### src/rtl/mem_arb_pkg.sv
// mem_arb_pkg: shared state encoding and default bus widths for the memory arbiter path
package mem_arb_pkg;

    typedef enum logic {
        IDLE = 1'b0,
        WAIT = 1'b1
    } state_e;

    localparam int MEM_ADDR_W = 64;
    localparam int MEM_DATA_W = 64;

endpackage

### src/rtl/rr_pick.sv
// rr_pick: combinational round-robin pick, first requester after last with wrap
module rr_pick #(
    parameter int N = 2
) (
    input  logic [N-1:0]         req,
    input  logic [$clog2(N)-1:0] last,
    output logic [$clog2(N)-1:0] winner,
    output logic                 any
);

    localparam int LW = $clog2(N);

    // scan from farthest to nearest so the nearest requester after last is kept
    always_comb begin
        winner = '0;
        any    = 1'b0;
        for (int k = N; k >= 1; k--) begin
            if (req[(int'(last) + k) % N]) begin
                winner = LW'((int'(last) + k) % N);
                any    = 1'b1;
            end
        end
    end

endmodule

### src/rtl/mem_req_arbiter.sv
// mem_req_arbiter: round-robin merge of client requests onto one memory port, one transaction in flight, with watchdog
module mem_req_arbiter
    import mem_arb_pkg::*;
#(
    parameter int NUM_CLIENTS    = 2,
    parameter int ADDR_W         = MEM_ADDR_W,
    parameter int DATA_W         = MEM_DATA_W,
    parameter int TIMEOUT_CYCLES = 16
) (
    input  logic                          clk,
    input  logic                          rst_n,
    input  logic [NUM_CLIENTS-1:0]        cli_req,
    input  logic [NUM_CLIENTS-1:0]        cli_we,
    input  logic [NUM_CLIENTS*ADDR_W-1:0] cli_addr,
    input  logic [NUM_CLIENTS*DATA_W-1:0] cli_wdata,
    output logic [NUM_CLIENTS-1:0]        cli_gnt,
    output logic [NUM_CLIENTS-1:0]        cli_resp_valid,
    output logic                          cli_resp_err,
    output logic [DATA_W-1:0]             cli_rdata,
    output logic                          mem_req,
    output logic                          mem_we,
    output logic [ADDR_W-1:0]             mem_addr,
    output logic [DATA_W-1:0]             mem_wdata,
    input  logic                          mem_valid,
    input  logic [DATA_W-1:0]             mem_rdata
);

    localparam int IW = $clog2(NUM_CLIENTS);
    localparam int CW = $clog2(TIMEOUT_CYCLES + 1);

    state_e                   state_q;
    logic [IW-1:0]            owner_q;
    logic [IW-1:0]            last_q;
    logic [CW-1:0]            tmo_q;
    logic [NUM_CLIENTS-1:0]   gnt_q;
    logic [NUM_CLIENTS-1:0]   resp_valid_q;
    logic                     resp_err_q;
    logic [DATA_W-1:0]        rdata_q;
    logic                     mem_req_q;
    logic                     mem_we_q;
    logic [ADDR_W-1:0]        mem_addr_q;
    logic [DATA_W-1:0]        mem_wdata_q;
    logic [IW-1:0]            win;
    logic                     any;

    rr_pick #(.N(NUM_CLIENTS)) u_pick (
        .req    (cli_req),
        .last   (last_q),
        .winner (win),
        .any    (any)
    );

    // transaction FSM: grant in IDLE, then wait for completion or watchdog expiry
    always_ff @(posedge clk or negedge rst_n) begin
        if (!rst_n) begin
            state_q      <= IDLE;
            owner_q      <= '0;
            last_q       <= IW'(NUM_CLIENTS - 1);
            tmo_q        <= '0;
            gnt_q        <= '0;
            resp_valid_q <= '0;
            resp_err_q   <= 1'b0;
            rdata_q      <= '0;
            mem_req_q    <= 1'b0;
            mem_we_q     <= 1'b0;
            mem_addr_q   <= '0;
            mem_wdata_q  <= '0;
        end else begin
            mem_req_q    <= 1'b0;
            gnt_q        <= '0;
            resp_valid_q <= '0;
            if (state_q == IDLE) begin
                if (any) begin
                    mem_req_q   <= 1'b1;
                    mem_we_q    <= cli_we[win];
                    mem_addr_q  <= cli_addr[int'(win)*ADDR_W +: ADDR_W];
                    mem_wdata_q <= cli_wdata[int'(win)*DATA_W +: DATA_W];
                    gnt_q       <= NUM_CLIENTS'(1) << win;
                    owner_q     <= win;
                    last_q      <= win;
                    state_q     <= WAIT;
                end
            end else if (mem_valid) begin
                resp_valid_q <= NUM_CLIENTS'(1) << owner_q;
                resp_err_q   <= 1'b0;
                rdata_q      <= mem_rdata;
                tmo_q        <= '0;
                state_q      <= IDLE;
            end else if (tmo_q == CW'(TIMEOUT_CYCLES - 1)) begin
                resp_valid_q <= NUM_CLIENTS'(1) << owner_q;
                resp_err_q   <= 1'b1;
                rdata_q      <= '0;
                tmo_q        <= '0;
                state_q      <= IDLE;
            end else begin
                tmo_q <= tmo_q + 1'b1;
            end
        end
    end

    assign cli_gnt        = gnt_q;
    assign cli_resp_valid = resp_valid_q;
    assign cli_resp_err   = resp_err_q;
    assign cli_rdata      = rdata_q;
    assign mem_req        = mem_req_q;
    assign mem_we         = mem_we_q;
    assign mem_addr       = mem_addr_q;
    assign mem_wdata      = mem_wdata_q;

endmodule

### config.mk
export PLATFORM = sky130hd
export DESIGN_NAME = mem_req_arbiter
export DESIGN_NICKNAME = d
export VERILOG_FILES = /design/src/rtl/mem_arb_pkg.sv /design/src/rtl/rr_pick.sv /design/src/rtl/mem_req_arbiter.sv
export SDC_FILE = /design/constraint.sdc
export NUM_CORES = 1
export LEC_CHECK = 0
export ABC_AREA = 1
export CORE_AREA = 4 4 201 203
export DETAILED_ROUTE_END_ITERATION = 8
export DIE_AREA = 0 0 205 207
export PLACE_DENSITY = 0.51
export SLEW_MARGIN = 20
export SYNTH_ARGS = -nofsm -noshare
export SYNTH_HDL_FRONTEND = slang
export SYNTH_HIERARCHICAL = 1
export SYNTH_SLANG_ARGS = --single-unit
export TNS_END_PERCENT = 10
### constraint.sdc
create_clock -name clk -period 1.5 [get_ports clk]
set_input_delay 0.3 -clock clk [delete_from_list [all_inputs] [get_ports clk]]
set_output_delay 0.3 -clock clk [all_outputs]
set_load 0.05 [all_outputs]
# Word level (Yosys, flattened, before mapping)
# Cells that the tools add are included.
# totals
register_bits	207
# classes
addsub	3
magnitude_cmp	3
n_eq_ne	1
shifts	4
n_mux	28
bitwise_logic	3
n_reduce_logical	3
# ops
cell	count
128-bit by 8-bit variable part select with 64-bit output	2
64-bit 2-to-1 mux	2
1-bit 2-to-1 mux	19
2-bit 2-to-1 mux	5
5-bit 2-to-1 mux	2
2-bit by 3-bit < comparator with 1-bit output (second input constant)	2
5-bit by 1-bit adder with 5-bit output (second input constant)	1
5-bit by 4-bit == test with 1-bit output (second input constant)	1
2-bit AND reduction	2
1-bit by 1-bit << shifter with 2-bit output (first input constant)	2
1-bit adder (second input constant)	2
1-bit bitwise AND (first input constant)	2
1-bit by 2-bit < comparator with 1-bit output (second input constant)	1
2-bit nonzero test	1
1-bit inverter	1

# Depth between registers and ports, before layout
# depth
word_depth	10
depth_mapped	8

# Hierarchy
# The synthesis kept the hierarchy.
# modules_own_cells
module	instances	cells_each	area_per_inst_um2
mem_req_arbiter	1	1020	8564.5
rr_pick	1	3	15.0

# Worst setup path before layout
# Ideal clock, no wire load.
# synth_path
path_kind	reg-to-reg
startpoint	register last_q
endpoint	register mem_addr_q[0] (netlist: mem_addr[0])
setup_time_ns	0.069
t_arrival_ns	1.326
required_ns	1.431
path_slack_ns	0.105
stages_incl_launch_ff	8
path_buffers	2
synth_period_minus_slack_ns	1.395
path_cell_list	dfstp_2 -> a21oi_1 -> nand2_1 -> nor2_2 -> buf_2 -> buf_2 -> nand2_1 -> nand3_1
# synth_between
elab_chain_len	7
word_cells_on_any_way	14
cone_classes	add/sub (2); shift (1); mux (10); reduce/logical (1)
# synth_rtl
element	line	rtl
start: declaration	mem_req_arbiter.sv:33	logic [IW-1:0] last_q;
start signal: assignment	mem_req_arbiter.sv:58	last_q <= IW'(NUM_CLIENTS - 1);
start signal: assignment	mem_req_arbiter.sv:80	last_q <= win;
1-bit adder	rr_pick.sv:18, rr_pick.sv:19	
1-bit 2-to-1 mux (implied by the code) (3 in a row)	rr_pick.sv:18	if (req[(int'(last) + k) % N]) begin
1-bit 2-to-1 mux	rr_pick.sv:18	
1-bit 2-to-1 mux (*)	rr_pick.sv:18	
net win	mem_req_arbiter.sv:43	logic [IW-1:0] win;
128-bit by 8-bit variable part select with 64-bit output (*)	mem_req_arbiter.sv:76	mem_addr_q <= cli_addr[int'(win)*ADDR_W +: ADDR_W];
end signal: assignment	mem_req_arbiter.sv:76	
end: declaration	mem_req_arbiter.sv:41	logic [ADDR_W-1:0] mem_addr_q;
# Mark *: on every way through the listed nets, which the timed path passes. The rest lies on a longest branch. The select of a mux whose other input is x is not followed.
# A chain may end at the register's enable or synchronous reset.

# Worst setup path after layout
# layout_path
startpoint	register last_q
endpoint	register mem_wdata_q[59] (netlist: mem_wdata[59])
# layout_between
elab_chain_len	7
word_cells_on_any_way	14
cone_classes	add/sub (2); shift (1); mux (10); reduce/logical (1)
# layout_rtl
element	line	rtl
1-bit adder	rr_pick.sv:18, rr_pick.sv:19	
1-bit 2-to-1 mux (implied by the code) (3 in a row)	rr_pick.sv:18	
1-bit 2-to-1 mux	rr_pick.sv:18	
1-bit 2-to-1 mux (*)	rr_pick.sv:18	
net win	mem_req_arbiter.sv:43	
128-bit by 8-bit variable part select with 64-bit output (*)	mem_req_arbiter.sv:77	mem_wdata_q <= cli_wdata[int'(win)*DATA_W +: DATA_W];
end signal: assignment	mem_req_arbiter.sv:77	
end: declaration	mem_req_arbiter.sv:42	logic [DATA_W-1:0] mem_wdata_q;
# Marks and branches as above.

==> qor.csv <==
metric,value,unit
vdd_drop_max,0.00112,V
synth-adder-area-share,0.00146,
synth_compound_area_frac,0.00598,
hold_viol_final,0,
synth-seq-cells,207,
gp_congestion,0.840,
power_density,2080,mW/mm2
syn_inst,1023,
syn_avg_cell_area,8.39,um2
ys_warn_count,6,
die_area,0.0424,mm2
synth_cell_type_count,22,
cp_data_required_time,1960,ps
grt_pass1_wl,58300,um
drive_above_1_share,0.211,
p_leak,8.38,nW
port_buffers,525,
path_cells,a21oi_2 -> buf_4 -> nor2_4 -> buf_12 -> clkbuf_16 -> nand2_1 -> nand3_1,
fin_crit_sh,0.969,
drc,0,
internal_power,21.5,mW
core,0.0385,mm2
slew_viol_final,0,
routed_via_density,4.23,
fin_nets,1917,
synth-simple-area-share,0.343,
start_util,0.223,
cts_buffers,26,
cts_root_buf,clkbuf_16,
fmax,688,MHz
vias,8987,
clock-sinks,207,
reg2reg_to,mem_wdata[59]$_DFFE_PN0P_,
drtAntennaViolNets,0,
cts.htree.levels,1,
r2r_slack,50,ps
routed_wl,39800,um
grt_max_degree,68,
synthMuxAreaShare,0,
status,"finished, final reports clean",
place_inst,2068,
hp-class,in -> async,
die_h,207,um
r2r_start,last_q$_DFFE_PN1P_,
critical_path.max_fanout,10,
switchingPower,15.9,mW
insertion_delay,530,ps
worst_slew_pin_slew,354,ps
seq_area_frac_synth,0.604,
crit_type,reg -> reg,
slew_headroom,0.764,
p_comb_frac,0.571,
io_pins,526,
end_kind,register,
cp-start-kind,register,
globalRouteTotalUtil,0.174,
finalCoreUtilization,0.469,
clkTransAtPathRegs,60,ps
setup_ws,46.3,ps
critical_path_buf_inv_count,3,
rsz0062_at_grt,true,
crit_family,flip-flops,
rows,72,
pwr-share-clk,0.162,
grt_pass1_vias,9581,
grt_overflow,0,
max_stage_delay,540,ps
clk_path_buf_depth,3,
skew,6.51,ps
drtIter0Drc,371,
die_x,205,um
drv_cap,0,
p_sw_frac,0.425,
nFillCells,3589,
finalSetupViolations,0,
cts_tree,built,
p_seq_frac,0.267,
first_pass_iters,4,
r2r_cells,7,
wl_per_cell,18.7,um
antenna_found_initial,3,
post-place-ws,-434,ps
dpl.hpwl,30100,um
synth_fp_nets,1351,
crit_arrival,1920,ps
area_growth,110,%
cpMaxStageDelayCell,dfstp_2,
period_minus_slack,1450,ps
final_cells,2126,
netlist_area,0.00858,mm2
synth_top_family_by_area,simple AND/OR/NAND/NOR gates,
synth-xor-area-share,0,
-- per-layer routing --
| layer | share of wire | GRT usage | up-vias |
|---|---|---|---|
| met5 | 0 | 0 | - |
| met4 | 0.024 | 0.0402 | 0 |
| met3 | 0.10 | 0.0734 | 47 |
| met2 | 0.49 | 0.303 | 364 |
| met1 | 0.38 | 0.198 | 4245 |
| li1 | - | - | 4331 |
-- cells in the final DEF, fill, tap and decap left out, types with 8 or more instances in the layout --
cell | synthesis | layout
nand2_1 | 592 | 584
nand3_1 | 132 | 114
inv_1 | 12 | 11
buf_12 | 0 | 222
buf_4 | 1 | 34
clkbuf_16 | 0 | 34
dfrtp_1 | 206 | 206
nand2_2 | 1 | 8
clkdlybuf4s50_1 | 0 | 325
nand3_2 | 0 | 17
clkbuf_1 | 12 | 9
-- how the worst max path moves through the flow --
stage	slack [ps]	to	from	cells past startpoint
after floorplan	100	mem_addr[0]$_DFFE_PN0P_	last_q$_DFFE_PN1P_	7
after global placement	-410	mem_addr[29]$_DFFE_PN0P_	cli_req[1]	9
after detailed placement	-430	mem_addr[26]$_DFFE_PN0P_	cli_req[1]	9
after CTS	0.7	mem_addr[16]$_DFFE_PN0P_	last_q$_DFFE_PN1P_	7
after global routing	-40	mem_wdata[7]$_DFFE_PN0P_	last_q$_DFFE_PN1P_	7
final	50	mem_wdata[59]$_DFFE_PN0P_	last_q$_DFFE_PN1P_	7
-- power groups by stage --
stage               Combinational (mW)  Clock (mW)  Sequential [mW]
floorplan                         2.74           0             16.0
global placement                  21.2           0             10.0
detailed placement                21.3           0             10.1
CTS                               21.3        6.29             10.0
global route                      22.3        6.57             10.3
finish                            21.4        6.08             10.0
-- metrics by stage --
step           power, mW  cell area, um2  setup TNS (ps)  hold slack [ps]
6_report            37.5           18100               0              238
2_1_floorplan       18.7            8580               0             4.41
3_3_place_gp        31.2           16900          -52700              208
3_5_place_dp        31.3           16900          -55760              216
4_1_cts             37.6           17700               0              242
5_1_grt             39.1           18100           -1370              245
-- area by class of cell --
class	instances	area [um2]	share of cell area
timing repair buffer	595	8220	0.455
sequential	207	5180	0.287
multi-input combinational	746	3140	0.174
clock buffer	40	764	0.0423
tap	518	648	0.0359
clock inverter	4	48.8	0.00270
inverter	13	48.8	0.00270
antenna	3	7.51	0.000416
-- cell usage after synthesis, drive strengths merged --
master,instances,area share
nor2,9,0.0051
ha,1,0.0015
a21oi,5,0.0029
dfstp,1,0.0031
inv,13,0.0057
clkbuf,12,0.0052
dfrtp,206,0.60
nand3,132,0.077
a21boi,1,0.00088
or2,1,0.00073
o21ai,2,0.0012
a22o,1,0.0010
nand2,593,0.26
nand4,1,0.00073
buf,45,0.034
-- cell families (layout without fill, tap and decap cells) --
kind of cell               after synthesis  count (layout)
AOI/OAI and AO/OA                        9               9
adders and majority gates                1               1
buffers and inverters                   70             652
DFF                                    207             207
other                                    0               3
and+or+nand+nor                        736             736
-- sequential cells by signal, indices dropped and copies added, names as in the netlist --
| register | cells |
|---|---|
| cli_rdata | 64 |
| cli_resp_err | 1 |
| tmo_q | 5 |
| last_q | 1 |
| mem_addr | 64 |
| cli_resp_valid | 2 |
| mem_req | 1 |
| mem_wdata | 64 |
| owner_q | 1 |
| mem_we | 1 |
| cli_gnt | 2 |
| state_q | 1 |
-- what timing repair did --
item,4_1_cts,5_1_grt
hold endpoints to repair,92,0
hold buffers,1,0
endpoints found under the setup margin,36,150
resized for setup,4,30
setup buffers,1,2
cloned,0,8
pin swaps,0,1
Note: power is estimated with default switching activity, not from simulation.
==> patch (config.mk and constraints unchanged) <==
Put one more register stage on the output `cli_resp_err`, cleared by the reset. The value now appears one clock later. The other outputs are not delayed to match.
--- a/src/rtl/mem_req_arbiter.sv
+++ b/src/rtl/mem_req_arbiter.sv
@@ -101,5 +101,11 @@
     assign cli_gnt        = gnt_q;
     assign cli_resp_valid = resp_valid_q;
-    assign cli_resp_err   = resp_err_q;
+    always_ff @(posedge clk or negedge rst_n) begin
+        if (!rst_n) begin
+            cli_resp_err <= '0;
+        end else begin
+            cli_resp_err <= resp_err_q;
+        end
+    end
     assign cli_rdata      = rdata_q;
     assign mem_req        = mem_req_q;
Check against the original RTL: not settled (the Yosys comparison gave no result); the edit may change what the design does.
==> patch against the original RTL <==
- global-route usage fell by 0.16 points
- clock skew barely moved
- clock power rose by 9.9%
- worst setup slack got worse by 0.027 ns
- power rose by 6.0%
- sequential cell count rose by 1
- non-clock buffer count rose by 3
- hold slack improved by 0.0071 ns
- design area rose by 2.6%
- routed wire length barely moved
- utilization rose by 1.2 points
- synthesized cell count rose by 0.98%
- area after synthesis rose by 1.1%
- critical endpoint is now mem_addr[37]
==> patch: results (changes against the original RTL) <==
INFO  metric yosys_warnings = 6 (unchanged)
INFO  metric first_pass_iters = 5 (+1)
INFO  metric hold_path_class = input port to async pin
INFO  metric synth.top_cells.by_area = dfrtp_1 (60%), nand2_1 (24%), nand3_1 (10%)
INFO  metric cts_inserted_buffers = 26 (unchanged)
INFO  metric finalWeightedCongestion = 0.814 (-3.0%)
INFO  metric wire_per_inst = 18.6 um (-0.67%)
INFO  metric post_synth_num_cell_types = 22 (unchanged)
INFO  metric first_global_vias = 9,465 (-1.2%)
INFO  metric seq_area_frac_synth = 0.600 (-0.00382)
INFO  metric clockBufferDepth = 3 (unchanged)
INFO  metric port_buffers = 525 (unchanged)
INFO  metric clock_tree.htree_level_count = 1 (unchanged)
INFO  metric outcome = finished clean
INFO  metric seqPwrFrac = 0.261 (-0.006)
INFO  metric finClkSkew = 0.00635 ns (-0.000155 ns)
INFO  metric synthToLayoutAreaGrowth = 114%
INFO  metric layout-drive-gt1-share = 0.232 (+0.0213)
INFO  metric antenna_violations_before_repair = 4 (+1)
INFO  metric reg2regPathDepth = 8 (+1)
INFO  metric synth_top_cells_by_count = nand2_1 (557), dfrtp_1 (207), nand3_1 (174)
INFO  metric crit-reg2reg-launch = last_q
INFO  metric post-place-ws = -0.364 ns (+0.0707 ns)
INFO  metric placed_area = 16,900 um^2 (+0.27%)
INFO  metric ff2ff_setup_slack = 0.02 ns (-0.03 ns)
INFO  metric vdd_ir_drop_max = 983 uV (-12%)
INFO  metric p_sw_frac = 0.424 (-0.00118)
INFO  metric mappedNetlistNets = 1,361 (+0.74%)
INFO  metric synth-edff-count = 0 (unchanged)
INFO  metric clock_tree.root_cell = clkbuf_16
INFO  metric grt_first_pass_wirelength = 57,400 um (-1.6%)
INFO  metric final.fill_count = 3,599 (+0.28%)
INFO  metric num-nets-final = 1,925 (+0.42%)
INFO  metric power.leakage = 0.00856 uW (+2.1%)
INFO  metric cp.arrival = 1.91 ns
INFO  metric r2r_end = mem_addr[37]
INFO  metric synth_top_area_share = 0.597 (-0.00379)
INFO  metric grt_max_degree = 53 (-22%)
INFO  metric clkTransAtPathRegs = 0.06 ns (about the same)
INFO  metric timing.critical_path.fanout_max = 5 (-5)
INFO  metric place.detailed.hpwl = 29,000 um (-3.4%)
INFO  metric async_reset_ff_frac = 1.00 (unchanged)
INFO  metric starting_drc_count_in_detailed_routing = 424 (+14%)
INFO  metric ys.flop_type = dfrtp_1
INFO  metric slew_headroom = 0.763 (about the same)
INFO  metric worstSkewPairLatency = 0.54 ns
INFO  metric gr-usage-all-layers = 0.172 (-0.00161)
INFO  metric routed-via-count = 9,165 (+2.0%)
-- patch: cell types whose count changed after synthesis, sizes merged --
cell	unedited run	this run
o21bai	0	1
buf	45	44
a21boi	1	0
a21oi	5	1
nand3	132	175
nand4	1	3
dfrtp	206	207
nor2	9	7
nand2	593	558
a22o	1	0
o21ai	2	3
clkbuf	12	18
-- patch: area by class of cell --
type                       count  share of cell area
clock inverter                 8             0.00830
multi-input combinational    750               0.177
timing repair buffer         598               0.454
tap                          518              0.0350
sequential                   208               0.281
antenna                        4            0.000540
inverter                      13             0.00263
clock buffer                  40              0.0406
-- patch: cells by family (layout without fill, tap and decap cells) --
logic type               after synthesis  count (layout)  synth area share
buffers and inverters                 75             659            0.0444
adder cells (fa/ha/maj)                1               1           0.00144
AND/OR/NAND/NOR                      744             744             0.351
AO/OA/AOI/OAI                          5               5           0.00317
flip-flops                           208             208             0.600
other                                  0               4                 0
-- patch: worst max path at each step --
stage / start / to / depth (start not counted) / slack, ns
2_1_floorplan: last_q / mem_addr[0] / 7 / 0.13
3_3_place_gp: cli_req[1] / mem_addr[0] / 9 / -0.39
3_5_place_dp: cli_req[1] / mem_addr[36] / 9 / -0.36
4_1_cts: last_q / mem_addr[22] / 8 / -0.003
5_1_grt: last_q / mem_addr[5] / 6 / -0.05
6_report: last_q / mem_addr[37] / 8 / 0.02
-- patch: repair_timing --
| action | 4_1_cts | 5_1_grt |
|---|---|---|
| gates resized for setup | 7 | 73 |
| buffers inserted | 6 | 3 |
| endpoints found under the setup margin | 83 | 138 |
| hold endpoints to repair | 79 | 0 |
| pin swaps | 3 | 17 |
| cloned | 2 | 11 |
| hold buffers | 1 | 0 |
-- patch: stage by stage --
step	hold WS (ns)	setup TNS, ns	std cells	total power (uW)
finish	0.245	0	2139	39700
global route	0.269	-3.19	2139	41400
CTS	0.226	-0.00571	2123	39700
detailed placement	0.258	-51.44	2067	32600
global placement	0.258	-53.97	2067	32500
floorplan	0.00441	0	1033	19500
-- patch: layer usage --
metal / global-route usage / vias up / wire (um) / part of all wire
met5: 0 / - / 0 / 0
met4: 0.0522 / 0 / 1150 / 0.029
met3: 0.0522 / 58 / 3260 / 0.082
met2: 0.302 / 338 / 20100 / 0.50
met1: 0.202 / 4371 / 15300 / 0.38
li1: - / 4398 / - / -
-- patch: power by group through the flow --
stage	registers, uW	logic (uW)	clock network, uW
5_1_grt	10600	23600	7130
3_5_place_dp	10400	22200	0
3_3_place_gp	10300	22100	0
2_1_floorplan	16600	2850	0
4_1_cts	10400	22400	6880
6_report	10400	22700	6680
-- patch: worst max-delay path, cell delays in order, from the launching register on --
cell and delay (ns):
dfstp_2 0.60, a21oi_4 0.09, nand2_2 0.08, nor2_4 0.06, buf_6 0.13, clkbuf_16 0.15, buf_6 0.13, nand2_1 0.05
nand3_1 0.07
